`src/rtl/spi_pkg.sv`:
```
// Shared definitions for the SPI-NOR read sequencer: FSM state encoding,
// flash opcodes and the address byte selector.
package spi_pkg;

    typedef enum logic [2:0] {
        ST_IDLE  = 3'd0,
        ST_CMD   = 3'd1,
        ST_ADDR  = 3'd2,
        ST_DATA  = 3'd3,
        ST_HOLD  = 3'd4,
        ST_DRAIN = 3'd5,
        ST_GAP   = 3'd6
    } spi_seq_state_t;

    localparam logic [7:0] SPI_CMD_READ      = 8'h03;
    localparam logic [7:0] SPI_CMD_FAST_READ = 8'h0B;

    // Byte idx of an nbytes-wide address, idx 0 being the most significant byte.
    function automatic logic [7:0] addr_byte(input logic [31:0] addr,
                                             input int unsigned nbytes,
                                             input int unsigned idx);
        logic [31:0] sh;
        sh = addr >> (32'd8 * (nbytes - 32'd1 - idx));
        return sh[7:0];
    endfunction

endpackage

```
`src/rtl/spi_flash_read_seq_if.sv`:
```
// Request, data-out and byte-engine signals of the SPI-NOR read sequencer.
// master = the sequencer, slave = its surroundings (requester, consumer, engine, flash).
interface spi_flash_read_seq_if #(
    parameter int ADDR_W = 24,
    parameter int LEN_W  = 16
);
    logic              req_valid;
    logic              req_ready;
    logic [ADDR_W-1:0] req_addr;
    logic [LEN_W-1:0]  req_len;
    logic              abort;
    logic              busy;
    logic              out_valid;
    logic [7:0]        out_data;
    logic              out_ready;
    logic              byte_start;
    logic [7:0]        byte_tx;
    logic              byte_done;
    logic [7:0]        byte_rx;
    logic              cs_n;

    modport master (
        input  req_valid, req_addr, req_len, abort, out_ready, byte_done, byte_rx,
        output req_ready, busy, out_valid, out_data, byte_start, byte_tx, cs_n
    );

    modport slave (
        output req_valid, req_addr, req_len, abort, out_ready, byte_done, byte_rx,
        input  req_ready, busy, out_valid, out_data, byte_start, byte_tx, cs_n
    );
endinterface

```
`src/rtl/spi_flash_read_seq.sv`:
```
// SPI-NOR READ sequencer: drives a byte engine through opcode, address and dummy
// bytes, streams the received bytes out, and owns chip select.
module spi_flash_read_seq
    import spi_pkg::*;
#(
    parameter int         ADDR_W   = 24,
    parameter int         LEN_W    = 16,
    parameter logic [7:0] CMD_READ = SPI_CMD_READ,
    parameter int         CS_GAP   = 4
) (
    input logic               clk,
    input logic               rst_n,
    spi_flash_read_seq_if.master bus
);

    localparam int unsigned    NB       = ADDR_W / 8;
    localparam int             IW       = (NB > 1) ? $clog2(NB) : 1;
    localparam int             GW       = $clog2(CS_GAP + 1);
    localparam logic [GW-1:0]  GAP_LOAD = GW'(CS_GAP - 1);
    localparam logic [IW-1:0]  IDX_LAST = IW'(NB - 1);

    spi_seq_state_t    state_r;
    logic [ADDR_W-1:0] addr_r;
    logic [LEN_W-1:0]  remaining_r;
    logic [IW-1:0]     idx_r;
    logic [GW-1:0]     gap_cnt_r;
    logic              in_flight_r;
    logic              req_ready_r;
    logic              busy_r;
    logic              out_valid_r;
    logic [7:0]        out_data_r;
    logic              byte_start_r;
    logic [7:0]        byte_tx_r;
    logic              cs_n_r;

    logic              active_s;
    logic              abort_now_s;
    logic              drain_s;
    logic              done_s;

    assign bus.req_ready  = req_ready_r;
    assign bus.busy       = busy_r;
    assign bus.out_valid  = out_valid_r;
    assign bus.out_data   = out_data_r;
    assign bus.byte_start = byte_start_r;
    assign bus.byte_tx    = byte_tx_r;
    assign bus.cs_n       = cs_n_r;

    // Abort qualification and byte completion; a done with nothing in flight is ignored.
    always_comb begin
        active_s = 1'b0;
        case (state_r)
            ST_CMD, ST_ADDR, ST_DATA, ST_HOLD: active_s = 1'b1;
            default:                          active_s = 1'b0;
        endcase
        abort_now_s = active_s & bus.abort;
        drain_s     = abort_now_s & in_flight_r & ~bus.byte_done;
        done_s      = bus.byte_done & in_flight_r;
    end

    // Sequencer FSM with all outputs registered.
    always_ff @(posedge clk) begin
        if (!rst_n) begin
            state_r      <= ST_IDLE;
            addr_r       <= '0;
            remaining_r  <= '0;
            idx_r        <= '0;
            gap_cnt_r    <= '0;
            in_flight_r  <= 1'b0;
            req_ready_r  <= 1'b1;
            busy_r       <= 1'b0;
            out_valid_r  <= 1'b0;
            out_data_r   <= 8'h00;
            byte_start_r <= 1'b0;
            byte_tx_r    <= 8'h00;
            cs_n_r       <= 1'b1;
        end else begin
            byte_start_r <= 1'b0;
            if (abort_now_s) begin
                // A byte still on the wire must finish before cs_n may rise.
                if (drain_s) begin
                    state_r <= ST_DRAIN;
                end else begin
                    in_flight_r <= 1'b0;
                    out_valid_r <= 1'b0;
                    cs_n_r      <= 1'b1;
                    gap_cnt_r   <= GAP_LOAD;
                    state_r     <= ST_GAP;
                end
            end else begin
                case (state_r)
                    ST_IDLE: begin
                        if (bus.req_valid && bus.req_len != '0) begin
                            addr_r       <= bus.req_addr;
                            remaining_r  <= bus.req_len;
                            cs_n_r       <= 1'b0;
                            byte_start_r <= 1'b1;
                            byte_tx_r    <= CMD_READ;
                            in_flight_r  <= 1'b1;
                            req_ready_r  <= 1'b0;
                            busy_r       <= 1'b1;
                            state_r      <= ST_CMD;
                        end
                    end
                    ST_CMD: begin
                        if (done_s) begin
                            idx_r        <= '0;
                            byte_tx_r    <= addr_byte(32'(addr_r), NB, 32'd0);
                            byte_start_r <= 1'b1;
                            state_r      <= ST_ADDR;
                        end
                    end
                    ST_ADDR: begin
                        if (done_s) begin
                            byte_start_r <= 1'b1;
                            if (idx_r == IDX_LAST) begin
                                byte_tx_r <= 8'h00;
                                state_r   <= ST_DATA;
                            end else begin
                                idx_r     <= idx_r + IW'(1);
                                byte_tx_r <= addr_byte(32'(addr_r), NB, 32'(idx_r) + 32'd1);
                            end
                        end
                    end
                    ST_DATA: begin
                        if (done_s) begin
                            in_flight_r <= 1'b0;
                            out_data_r  <= bus.byte_rx;
                            out_valid_r <= 1'b1;
                            remaining_r <= remaining_r - LEN_W'(1);
                            state_r     <= ST_HOLD;
                        end
                    end
                    ST_HOLD: begin
                        if (bus.out_ready) begin
                            out_valid_r <= 1'b0;
                            if (remaining_r != '0) begin
                                byte_start_r <= 1'b1;
                                byte_tx_r    <= 8'h00;
                                in_flight_r  <= 1'b1;
                                state_r      <= ST_DATA;
                            end else begin
                                cs_n_r    <= 1'b1;
                                gap_cnt_r <= GAP_LOAD;
                                state_r   <= ST_GAP;
                            end
                        end
                    end
                    ST_DRAIN: begin
                        if (bus.byte_done) begin
                            in_flight_r <= 1'b0;
                            out_valid_r <= 1'b0;
                            cs_n_r      <= 1'b1;
                            gap_cnt_r   <= GAP_LOAD;
                            state_r     <= ST_GAP;
                        end
                    end
                    ST_GAP: begin
                        // The IDLE cycle that follows is the last cs_n-high cycle of the gap.
                        if (gap_cnt_r <= GW'(1)) begin
                            req_ready_r <= 1'b1;
                            busy_r      <= 1'b0;
                            state_r     <= ST_IDLE;
                        end else begin
                            gap_cnt_r <= gap_cnt_r - GW'(1);
                        end
                    end
                    default: begin
                        in_flight_r <= 1'b0;
                        out_valid_r <= 1'b0;
                        cs_n_r      <= 1'b1;
                        req_ready_r <= 1'b1;
                        busy_r      <= 1'b0;
                        state_r     <= ST_IDLE;
                    end
                endcase
            end
        end
    end

endmodule

```
`src/flat_wrapper.sv`:
```
// flat-port wrapper written by rule: the top's interface ports become plain ports
module spi_flash_read_seq_flat import spi_pkg::*;
#(
    parameter int         ADDR_W   = 24,
    parameter int         LEN_W    = 16,
    parameter logic [7:0] CMD_READ = SPI_CMD_READ,
    parameter int         CS_GAP   = 4
)
  (clk, rst_n, bus_req_valid, bus_req_addr, bus_req_len, bus_abort, bus_out_ready, bus_byte_done, bus_byte_rx, bus_req_ready, bus_busy, bus_out_valid, bus_out_data, bus_byte_start, bus_byte_tx, bus_cs_n);
  spi_flash_read_seq_if #(.ADDR_W(ADDR_W), .LEN_W(LEN_W)) bus_i ();
  input logic clk;
  input logic rst_n;
  input wire logic [$bits(bus_i.req_valid)-1:0] bus_req_valid;
  input wire logic [$bits(bus_i.req_addr)-1:0] bus_req_addr;
  input wire logic [$bits(bus_i.req_len)-1:0] bus_req_len;
  input wire logic [$bits(bus_i.abort)-1:0] bus_abort;
  input wire logic [$bits(bus_i.out_ready)-1:0] bus_out_ready;
  input wire logic [$bits(bus_i.byte_done)-1:0] bus_byte_done;
  input wire logic [$bits(bus_i.byte_rx)-1:0] bus_byte_rx;
  output wire logic [$bits(bus_i.req_ready)-1:0] bus_req_ready;
  output wire logic [$bits(bus_i.busy)-1:0] bus_busy;
  output wire logic [$bits(bus_i.out_valid)-1:0] bus_out_valid;
  output wire logic [$bits(bus_i.out_data)-1:0] bus_out_data;
  output wire logic [$bits(bus_i.byte_start)-1:0] bus_byte_start;
  output wire logic [$bits(bus_i.byte_tx)-1:0] bus_byte_tx;
  output wire logic [$bits(bus_i.cs_n)-1:0] bus_cs_n;
  assign bus_i.req_valid = bus_req_valid;
  assign bus_i.req_addr = bus_req_addr;
  assign bus_i.req_len = bus_req_len;
  assign bus_i.abort = bus_abort;
  assign bus_i.out_ready = bus_out_ready;
  assign bus_i.byte_done = bus_byte_done;
  assign bus_i.byte_rx = bus_byte_rx;
  assign bus_req_ready = bus_i.req_ready;
  assign bus_busy = bus_i.busy;
  assign bus_out_valid = bus_i.out_valid;
  assign bus_out_data = bus_i.out_data;
  assign bus_byte_start = bus_i.byte_start;
  assign bus_byte_tx = bus_i.byte_tx;
  assign bus_cs_n = bus_i.cs_n;
  spi_flash_read_seq #(.ADDR_W(ADDR_W), .LEN_W(LEN_W), .CMD_READ(CMD_READ), .CS_GAP(CS_GAP)) u_core (.clk(clk), .rst_n(rst_n), .bus(bus_i));
endmodule
```
`config.mk`:
```
export PLATFORM = sky130hd
export DESIGN_NAME = spi_flash_read_seq_flat
export DESIGN_NICKNAME = d
export VERILOG_FILES = /design/src/rtl/spi_pkg.sv /design/src/rtl/spi_flash_read_seq_if.sv /design/src/rtl/spi_flash_read_seq.sv /design/src/flat_wrapper.sv
export SDC_FILE = /design/constraint.sdc
export NUM_CORES = 1
export LEC_CHECK = 0
export ABC_AREA = 1
export CORE_ASPECT_RATIO = 0.7
export CORE_MARGIN = 1.5
export CORE_UTILIZATION = 47
export DETAILED_ROUTE_END_ITERATION = 8
export PLACE_DENSITY = 0.76
export RECOVER_POWER = 100
export SLEW_MARGIN = 20
export SYNTH_ARGS = -nofsm -noshare
export SYNTH_HDL_FRONTEND = slang
export SYNTH_SLANG_ARGS = --single-unit
```
`constraint.sdc`:
```
create_clock -name clk -period 2.2 [get_ports clk]
set_clock_uncertainty 0.05 [all_clocks]
set_input_delay 0.55 -clock clk [delete_from_list [all_inputs] [get_ports clk]]
set_output_delay 0.55 -clock clk [all_outputs]
set_load 0.02 [all_outputs]
```
==> out/metrics.cfg, run 1 <==
[yosys]
synth_area_leader_cell = dfxtp_1
syn_inst = 640
syn-num-nets = 702
syn_area_sq_um = 3970
synth_commonest_cells = nand2_1, nor2_1, inv_1, dfxtp_1, a21oi_1
yosysMostFrequentCell = nand2_1
synth-seq-cells = 70
synthTopCellsByArea = dfxtp_1, nand2_1, nor2_1, inv_1, a21oi_1
synth_warnings = 0
yosysUniqueCellTypes = 33
synth_flop_cell = dfxtp_1
syn-mean-instance-area_sq_um = 6.21
seq_area_frac_synth = 0.353
async_flop_share = 0
synth_top_area_frac = 0.353
synth_edf_count = 0

[place]
hpwl_um = 8740
dp_cells = 827
port_buffers = 74
dp_slack_ns = -0.326
place_congestion = 0.950

[final_layout]
drive_gt1_frac = 0.106
layout.nets = 801
fill_cells = 710
multiInputGateArea_sq_um = 2170
areaGrowthSynthToFinish_pct = 34.8
ff_latch_area_sq_um = 1400
layout.cells.non_filler = 845
diodes = 0

[route]
top_layer_used = met4
ant_nets = 0
via_per_inst = 5.27
drtPass1Iterations = 6
met3_length_um = 927
wl_um = 11600
drt_iter0_drc = 444
route.met2.wl_um = 4950
via_count = 4451
post_drt_wl_per_cell_um = 13.7
wl_met1_um = 5560
drc = 0

[setup_path]
crit_buf_inv = 3
r2r_cells = 12
critPathTopFamily = buffers and inverters
crit_path_max_fanout = 9
critPathLaunchType = input pin
crit_top_cell = nand2_1
required_ns = 2.36
cpMaxStageDelayCell = clkdlybuf4s50_1
max_stage_delay_ns = 0.54
cp.arrival_ns = 2.30
r2r_start = u_core.idx_r[0]$_SDFFE_PN0P_
crit_start = bus_byte_done
path_cells = clkdlybuf4s50_1, nand2_1, inv_1, clkbuf_1, nand2_1, nand2_1, a21oi_1
end_kind = flip-flop
rr_endpoint = u_core.bus.byte_tx[4]$_SDFFE_PN0P_
endpoint = u_core.bus.out_data[1]$_SDFFE_PN0P_
r2r_setup_slack_ns = 0.15
cp.depth = 7
crit_type = in -> reg

[power]
power_density_nw_per_um2 = 1300
p_leak_nw = 2.46
vdd_drop_max_mv = 0.626

[sta]
slew_headroom = 0.655
worstMarginPinSlew_ns = 0.515
setup_violations = 0
min_period_ns = 2.13
drv_slew = 0
hold_viol_final = 0
fin_crit_sh = 0.970
fmax_mhz = 469
layout_setup_ws_ns = 0.0671
tns_ns = 0
rsz0062_at_grt = false

[clocking]
htreeDepth = 3
cts_root_buf = clkbuf_16
cts_buffer_depth = 2
clock_sinks = 70
cts_buffers = 9
cts_hold_buf = 0
cts_tree = yes
clkTransAtPathRegs_ns = 0.06
clkLatencyLatePin_ns = 0.34

[run_status]
status = finished clean

[grt]
grt_max_degree = 50
overflow = 0
grt_pass1_wl_um = 18400
antenna_found_initial = 0
track_usage = 0.260
first_global_vias = 3965

[min_path]
hold_path_class = reg -> reg

[floorplan]
start_util = 0.494
die_x_um = 113
die_height_um = 79.9
core_sq_um = 8040
ios = 75
die_area_sq_um = 9020
rows = 27

[flow_run]
maxCapViolCount = 0

[final cells by class]
| class | instances | share of cell area |
|---|---|---|
| clock buffer | 11 | 0.0472 |
| clock inverter | 5 | 0.0105 |
| multi-input combinational | 462 | 0.404 |
| sequential | 70 | 0.262 |
| timing repair buffer | 112 | 0.194 |
| inverter | 84 | 0.0589 |
| tap | 101 | 0.0236 |
[layout by cell type, fill, tap and decap left out, types with 21 or more instances in the layout]
master           count
nand2_1            170
nor2_1              90
inv_1               74
dfxtp_1             70
a21oi_1             54
clkdlybuf4s50_1     53
nand3_1             47
o21ai_0             43
buf_4               30
dlygate4sd3_1       21
[worst min-delay path, delay by kind of cell (launching register included)]
family / cells / cell delay [ns]
flip-flops: 1 / 0.31
AO/OA/AOI/OAI: 1 / 0.05
buffers and inverters: 1 / 0.05
[layer usage]
metal	track usage	vias to the layer above
met5	0	-
met1	0.364	2020
met3	0.0638	20
li1	-	2236
met2	0.400	175
met4	0.0688	0
[report_power, final]
part           switching, mW  total, mW  internal [mW]
sequential             0.263       1.89           1.63
clock                  0.549       1.49          0.939
combinational           2.29       3.56           1.27
total                   3.11       6.94           3.83
[per-stage QoR]
| stage | hold slack (ns) | power, mW | cell area, sq um | utilization |
|---|---|---|---|---|
| after detailed placement | 0.393 | 5.38 | 5030 | 0.625 |
| after global placement | 0.390 | 5.26 | 5030 | 0.625 |
| after CTS | 0.402 | 6.90 | 5340 | 0.664 |
| after global routing | 0.412 | 7.48 | 5360 | 0.666 |
| final | 0.400 | 6.94 | 5360 | 0.666 |
| after floorplan | 0.370 | 4.33 | 3970 | - |
[state kept, by name, indices dropped and copies added, names as in the netlist]
signal and flops:
u_core.addr_r 24, u_core.bus.busy 1, u_core.bus.byte_start 1, u_core.bus.byte_tx 8, u_core.bus.cs_n 1, u_core.bus.out_data 8
u_core.bus.out_valid 1, u_core.bus.req_ready 1, u_core.gap_cnt_r 3, u_core.idx_r 2, u_core.in_flight_r 1, u_core.remaining_r 16
u_core.state_r 3
[worst min path at each step]
stage | startpoint | endpoint | slack (ns) | cells past startpoint
detailed placement | u_core.addr_r[8]$_SDFFE_PN0P_ | u_core.addr_r[8]$_SDFFE_PN0P_ | 0.39 | 2
finish | u_core.addr_r[7]$_SDFFE_PN0P_ | u_core.addr_r[7]$_SDFFE_PN0P_ | 0.40 | 2
floorplan | u_core.addr_r[7]$_SDFFE_PN0P_ | u_core.addr_r[7]$_SDFFE_PN0P_ | 0.37 | 2
CTS | u_core.addr_r[8]$_SDFFE_PN0P_ | u_core.addr_r[8]$_SDFFE_PN0P_ | 0.40 | 2
global route | u_core.addr_r[8]$_SDFFE_PN0P_ | u_core.addr_r[8]$_SDFFE_PN0P_ | 0.41 | 2
global placement | u_core.addr_r[8]$_SDFFE_PN0P_ | u_core.addr_r[8]$_SDFFE_PN0P_ | 0.39 | 2
[cell families (layout without fill, tap and decap cells)]
family | Yosys count | count (layout) | share of synthesized area
AO/OA/AOI/OAI | 115 | 115 | 0.154
buffers and inverters | 108 | 212 | 0.106
XOR/XNOR | 4 | 4 | 0.00882
flip-flops | 70 | 70 | 0.353
AND/OR/NAND/NOR | 335 | 335 | 0.352
adder cells (fa/ha/maj) | 8 | 8 | 0.0252
[what timing repair did]
| item | 4_1_cts | 5_1_grt |
|---|---|---|
| setup buffers | 0 | 2 |
| setup endpoints to repair | 0 | 19 |
| resized for setup | 0 | 5 |
No activity file was read; power rests on OpenSTA's default activity.
==> run 2, diff against run 1 <==
--- a/config.mk
+++ b/config.mk
@@ -6,11 +6,13 @@
 export NUM_CORES = 1
 export LEC_CHECK = 0
 export ABC_AREA = 1
+export CELL_PAD_IN_SITES_DETAIL_PLACEMENT = 2
+export CELL_PAD_IN_SITES_GLOBAL_PLACEMENT = 2
 export CORE_ASPECT_RATIO = 0.7
 export CORE_MARGIN = 1.5
-export CORE_UTILIZATION = 47
+export CORE_UTILIZATION = 25
 export DETAILED_ROUTE_END_ITERATION = 8
-export PLACE_DENSITY = 0.76
+export PLACE_DENSITY_LB_ADDON = 0.1
 export RECOVER_POWER = 100
 export SLEW_MARGIN = 20
 export SYNTH_ARGS = -nofsm -noshare
==> out/metrics.cfg, run 2 (same netlist as run 1, synthesis figures left out) <==
[run_status]
status = finished clean  ; unchanged

[sta]
setup_violations = 0  ; unchanged
whs_ns = 0.411  ; was 0.400 ns
fin_crit_sh = 0.939  ; was 0.970
worstMarginPinSlew_ns = 0.530  ; was 0.515 ns
fmax_mhz = 484  ; was 469 MHz
hold_viol_final = 0  ; unchanged
drv_slew = 0  ; unchanged
slew_headroom = 0.645  ; was 0.655
min_period_ns = 2.07  ; was 2.13 ns

[setup_path]
end_kind = flip-flop  ; unchanged
cp.arrival_ns = 2.29  ; was 2.30 ns
critPathLaunchType = input pin  ; unchanged
r2r_cells = 12  ; unchanged
rr_endpoint = u_core.bus.byte_tx[2]$_SDFFE_PN0P_  ; was u_core.bus.byte_tx[4]$_SDFFE_PN0P_
required_ns = 2.42  ; was 2.36 ns
crit_path_max_fanout = 10  ; was 9
path_cells = clkdlybuf4s50_1, nor2_1, nand2_1, nor2_2, nand2_1, nand2_1, nand2_1, buf_4, nand3_4, buf_4, nand2_1, a21oi_1  ; was clkdlybuf4s50_1, nand2_1, inv_1, clkbuf_1, nand2_1, nand2_1, a21oi_1
crit_top_cell = nand2_1  ; unchanged
cpMaxStageDelayCell = clkdlybuf4s50_1  ; unchanged
crit_type = in -> reg  ; unchanged
r2r_start = u_core.idx_r[0]$_SDFFE_PN0P_  ; unchanged
r2r_setup_slack_ns = 0.14  ; was 0.15 ns
max_stage_delay_ns = 0.44  ; was 0.54 ns

[clocking]
clock_sinks = 70  ; unchanged
cts_buffers = 9  ; unchanged
cts_hold_buf = 0  ; unchanged
clkLatencyLatePin_ns = 0.34  ; about the same
clkTransAtPathRegs_ns = 0.06  ; about the same
cts_tree = yes  ; unchanged
cts_root_buf = clkbuf_16  ; unchanged
htreeDepth = 3  ; unchanged
cts_buffer_depth = 2  ; unchanged

[final_layout]
largest_register = u_core.addr_r  ; unchanged
final_cell_mix = nand2_1, nor2_1, inv_1  ; unchanged
drive_gt1_frac = 0.125  ; was 0.106
layout.nets = 812  ; was 801
diodes = 0  ; unchanged
largest_register_ffs = 24  ; unchanged
areaGrowthSynthToFinish_pct = 39.9  ; was 34.8%
layout.cells.non_filler = 955  ; was 845
fill_cells = 1887  ; was 710
largestRegisters = u_core.addr_r: 24 flops, u_core.remaining_r: 16 flops  ; unchanged
final_common_cell = nand2_1  ; unchanged

[floorplan]
die_x_um = 154  ; was 113 um
die_area_sq_um = 16700  ; was 9020 sq um
core_sq_um = 15500  ; was 8040 sq um
rows = 38  ; was 27
ios = 75  ; unchanged
die_height_um = 108  ; was 79.9 um
start_util = 0.256  ; was 0.494

[place]
port_buffers = 74  ; unchanged
dp_cells = 936  ; was 827
place_congestion = 0.873  ; was 0.950
hpwl_um = 12500  ; was 8740 um

[grt]
first_global_vias = 4737  ; was 3,965
antenna_found_initial = 0  ; unchanged
grt_pass1_wl_um = 25500  ; was 18,400 um
overflow = 0  ; unchanged
grt_max_degree = 49  ; was 50
track_usage = 0.198  ; was 0.260

[power]
vdd_drop_max_mv = 0.470  ; was 0.626 mV
power_density_nw_per_um2 = 1340  ; was 1300 nW/um^2
total_power_mw = 7.45  ; was 6.94 mW
p_leak_nw = 2.51  ; was 2.46 nW

[route]
via_count = 4479  ; was 4,451
post_drt_wl_per_cell_um = 16.7  ; was 13.7 um
drc = 0  ; unchanged
drt_iter0_drc = 195  ; was 444
ant_nets = 0  ; unchanged
drtPass1Iterations = 4  ; was 6
wl_um = 16000  ; was 11,600 um
via_per_inst = 4.69  ; was 5.27

[min_path]
hold_path_class = reg -> reg  ; unchanged
whs_path_depth = 2  ; unchanged
min_to = u_core.addr_r[2]$_SDFFE_PN0P_  ; was u_core.addr_r[7]$_SDFFE_PN0P_
hp-start = u_core.addr_r[2]$_SDFFE_PN0P_  ; was u_core.addr_r[7]$_SDFFE_PN0P_

[flow_run]
maxCapViolCount = 0  ; unchanged

## run 2: routing by layer
metal  global-route usage  wire length (um)  vias to the layer above
met2                0.297              6450                       64
met1                0.285              8820                     2143
met4               0.0513               189                        0
li1                     -                 -                     2258
met5                    0                 0                        -
met3               0.0437               521                       14
## run 2: worst max-delay path by stage
stage	cells past startpoint	startpoint	endpoint
final	12	bus_req_len[9]	u_core.remaining_r[15]$_SDFFE_PN0P_
after global routing	12	u_core.idx_r[0]$_SDFFE_PN0P_	u_core.bus.byte_tx[3]$_SDFFE_PN0P_
after CTS	11	u_core.idx_r[0]$_SDFFE_PN0P_	u_core.bus.byte_tx[4]$_SDFFE_PN0P_
after detailed placement	11	bus_req_len[9]	u_core.remaining_r[4]$_SDFFE_PN0P_
after global placement	11	bus_req_len[15]	u_core.remaining_r[14]$_SDFFE_PN0P_
after floorplan	12	u_core.idx_r[0]$_SDFFE_PN0P_	u_core.bus.byte_tx[1]$_SDFFE_PN0P_
## run 2: per-stage QoR
step	setup TNS (ns)	setup WS (ns)	area, sq um	util
2_1_floorplan	0	0.161	3970	-
3_3_place_gp	-8.92	-0.349	5240	0.338
3_5_place_dp	-14.12	-0.600	5240	0.338
4_1_cts	0	0.0252	5550	0.358
5_1_grt	-0.000683	-0.000683	5560	0.359
6_report	0	0.135	5560	0.359
## run 2: final cells by class
| type | count | area (sq um) | share of cell area |
|---|---|---|---|
| clock buffer | 9 | 225 | 0.0405 |
| multi-input combinational | 462 | 2170 | 0.390 |
| sequential | 70 | 1400 | 0.252 |
| tap | 200 | 250 | 0.0450 |
| inverter | 84 | 315 | 0.0567 |
| clock inverter | 7 | 80.1 | 0.0144 |
| timing repair buffer | 123 | 1120 | 0.201 |
## run 2: what timing repair did
action                     in CTS  in global routing
setup endpoints to repair      11                 29
gates resized for setup         1                  9
pin swaps                       0                  1
gates cloned                    0                  1
buffers inserted                0                  2
## run 2: worst max-delay path: cells and delay by family
| kind | cells | cell delay, ns |
|---|---|---|
| compound gates | 1 | 0.16 |
| buf+inv | 3 | 0.80 |
| simple gates | 8 | 0.77 |
## run 2: power by group
| part | internal (mW) | leakage (nW) | switching (mW) |
|---|---|---|---|
| registers | 1.62 | 0.575 | 0.252 |
| logic | 1.42 | 1.79 | 2.60 |
| clock network | 0.897 | 0.149 | 0.652 |
| total | 3.94 | 2.51 | 3.51 |
==> variant (config.mk and constraints of run 1) <==
Reset style: asynchronous (`rst_n`), changed in one clocked block.
--- a/src/rtl/spi_flash_read_seq.sv
+++ b/src/rtl/spi_flash_read_seq.sv
@@ -59,7 +59,7 @@
     end
 
     // Sequencer FSM with all outputs registered.
-    always_ff @(posedge clk) begin
+    always_ff @(posedge clk or negedge rst_n) begin
         if (!rst_n) begin
             state_r      <= ST_IDLE;
             addr_r       <= '0;
Formal check against the unedited RTL: differs if rst_n is asserted again (counterexample within 4 cycles, from zero or initial values and one cycle with rst_n low); with rst_n held inactive, the same outputs for 10 cycles.
==> variant against run 1 <==
The flow now finishes with violations (capacitance limit, slew limit). Area after synthesis rose by 3.4%. Routed wire length fell by 10%. Setup slack improved by 0.050 ns. Combinational power rose by 8.7%. Sequential power rose by 22%. Hold slack improved by 0.033 ns. Core utilization fell by 2.3 points. Sequential cell count did not move. Power rose by 12%. Design area rose by 1.8%.
==> variant: results (changes against run 1) <==
post-DR vias/cell=4.92 (-6.6%); ys async rst share=100% (+100 points); internal power=4310 µW (+12%); status=complete, but fails checks; WL met1=4.95 mm (-11%); slowest cell delay on critical path=0.62 ns (+0.08 ns); post_cts resized=0 (unchanged); initial antenna violation count=0 (unchanged); Synth warnings=0 (unchanged); met3 usage=5.22% (-1.2 points); first-pass detailed-route iteration total=5 (-1); startpoint types=flip-flop; number of global-route vias before repair=3,799 (-4.2%); HPWL after DPL=7.59 mm (-13%); Main synth FF type=dfrtp_1; Area contributors post-synth=dfrtp_1, nand2_1, inv_1, nor2_1, o21ai_0; met2 GRT Util=39.5% (-0.54 points); Final Max Slew Viols=71 (+71); FP Rows=28 (+3.7%); post-synthesis sequential area ratio=42.7% (+7.4 points); reg-to-reg startpoint=u_core.state_r[0]$_DFFE_PN0P_; Routed WL=10.4 mm (-10%); GP Congestion=0.881 (-7.2%); Reg clk slew, reported paths=0.06 ns (about the same); violated checks=capacitance limit, slew limit; Peak VDD IR=0.541 mV (-14%); R2R Setup Slk=0.16 ns; # nets final=736 (-8.1%); HP Start=u_core.bus.byte_tx[4]$_DFFE_PN0P_; CP arrival=1.48 ns (-0.82 ns); Slowest-stage cell, CP=clkdlybuf4s50_1; Worst-Margin Slew=1.59 ns (+1.08 ns); met2 wire length=4.84 mm (-2.3%); maximum fanout along the worst path=2 (-7); met1 usage=32.0% (-4.4 points); Max Cap Viol=1 (+1); syn nets=636 (-9.4%); Global Route Usage Sum=24.0% (-2.0 points); DR top layer=met4; largest net degree at the start of global routing=71 (+42%); synth cell count leaders=nand2_1, dfrtp_1, inv_1; Fillers=746 (+5.1%); Final Setup Violations=0 (unchanged); Leak=0.00285 µW (+16%); first-pass GRT wire length=17.5 mm (-4.8%); Met3 Wirelength=475 µm (-49%); Unique masters post-synth=36 (+9.1%); share of cells above drive strength 1=9.44% (-1.2 points); Detailed Route Iter0 Violations=287 (-35%); Critical path origin=u_core.bus.req_ready$_DFFE_PN1P_
[variant: power by group through the flow]
stage	Clock, µW	Sequential [µW]	Combinational, µW
after global placement	0	2310	3770
after global routing	1660	2390	4360
after CTS	1600	2320	3950
after floorplan	0	2360	2560
final	1570	2310	3870
after detailed placement	0	2330	3910
[variant: final cells by class]
cell class / count / share of cell area [%]
inverter: 69 / 4.80
tap: 120 / 2.76
sequential: 70 / 32.2
timing repair buffer: 100 / 17.1
clock inverter: 7 / 1.79
multi-input combinational: 423 / 37.2
clock buffer: 9 / 4.13
[variant: logic make-up after synthesis]
| logic type | synth area share (%) |
|---|---|
| AO/OA/AOI/OAI | 10.4 |
| XOR/XNOR | 1.28 |
| buffers and inverters | 7.80 |
| adder cells (fa/ha/maj) | 2.74 |
| flip-flops | 42.7 |
| AND/OR/NAND/NOR | 32.9 |
| multiplexers | 2.19 |
[variant: stage by stage]
step           cells  worst slack [ns]  utilization (%)  cell area [µm²]  hold WS (ns)
2_1_floorplan    573             0.419                -             4110         0.204
3_3_place_gp     782          -0.00712             61.0             5170         0.410
3_5_place_dp     782           -0.0661             61.0             5170         0.417
4_1_cts          798             0.111             64.8             5490         0.208
5_1_grt          798            0.0234             64.3             5450         0.455
6_report         798             0.117             64.3             5450         0.433
[variant: final timing paths]
path | to | depth (start not counted)
worst max-delay path | bus_req_ready | 1
worst min-delay path | u_core.bus.byte_tx[4]$_DFFE_PN0P_ | 2
worst max register to register | u_core.addr_r[4]$_DFFE_PN0P_ | 7
worst min register to register | u_core.bus.byte_tx[4]$_DFFE_PN0P_ | 2
max in group asynchronous | u_core.addr_r[7]$_DFFE_PN0P_ | 2
min in group asynchronous | u_core.remaining_r[4]$_DFFE_PN0P_ | 2
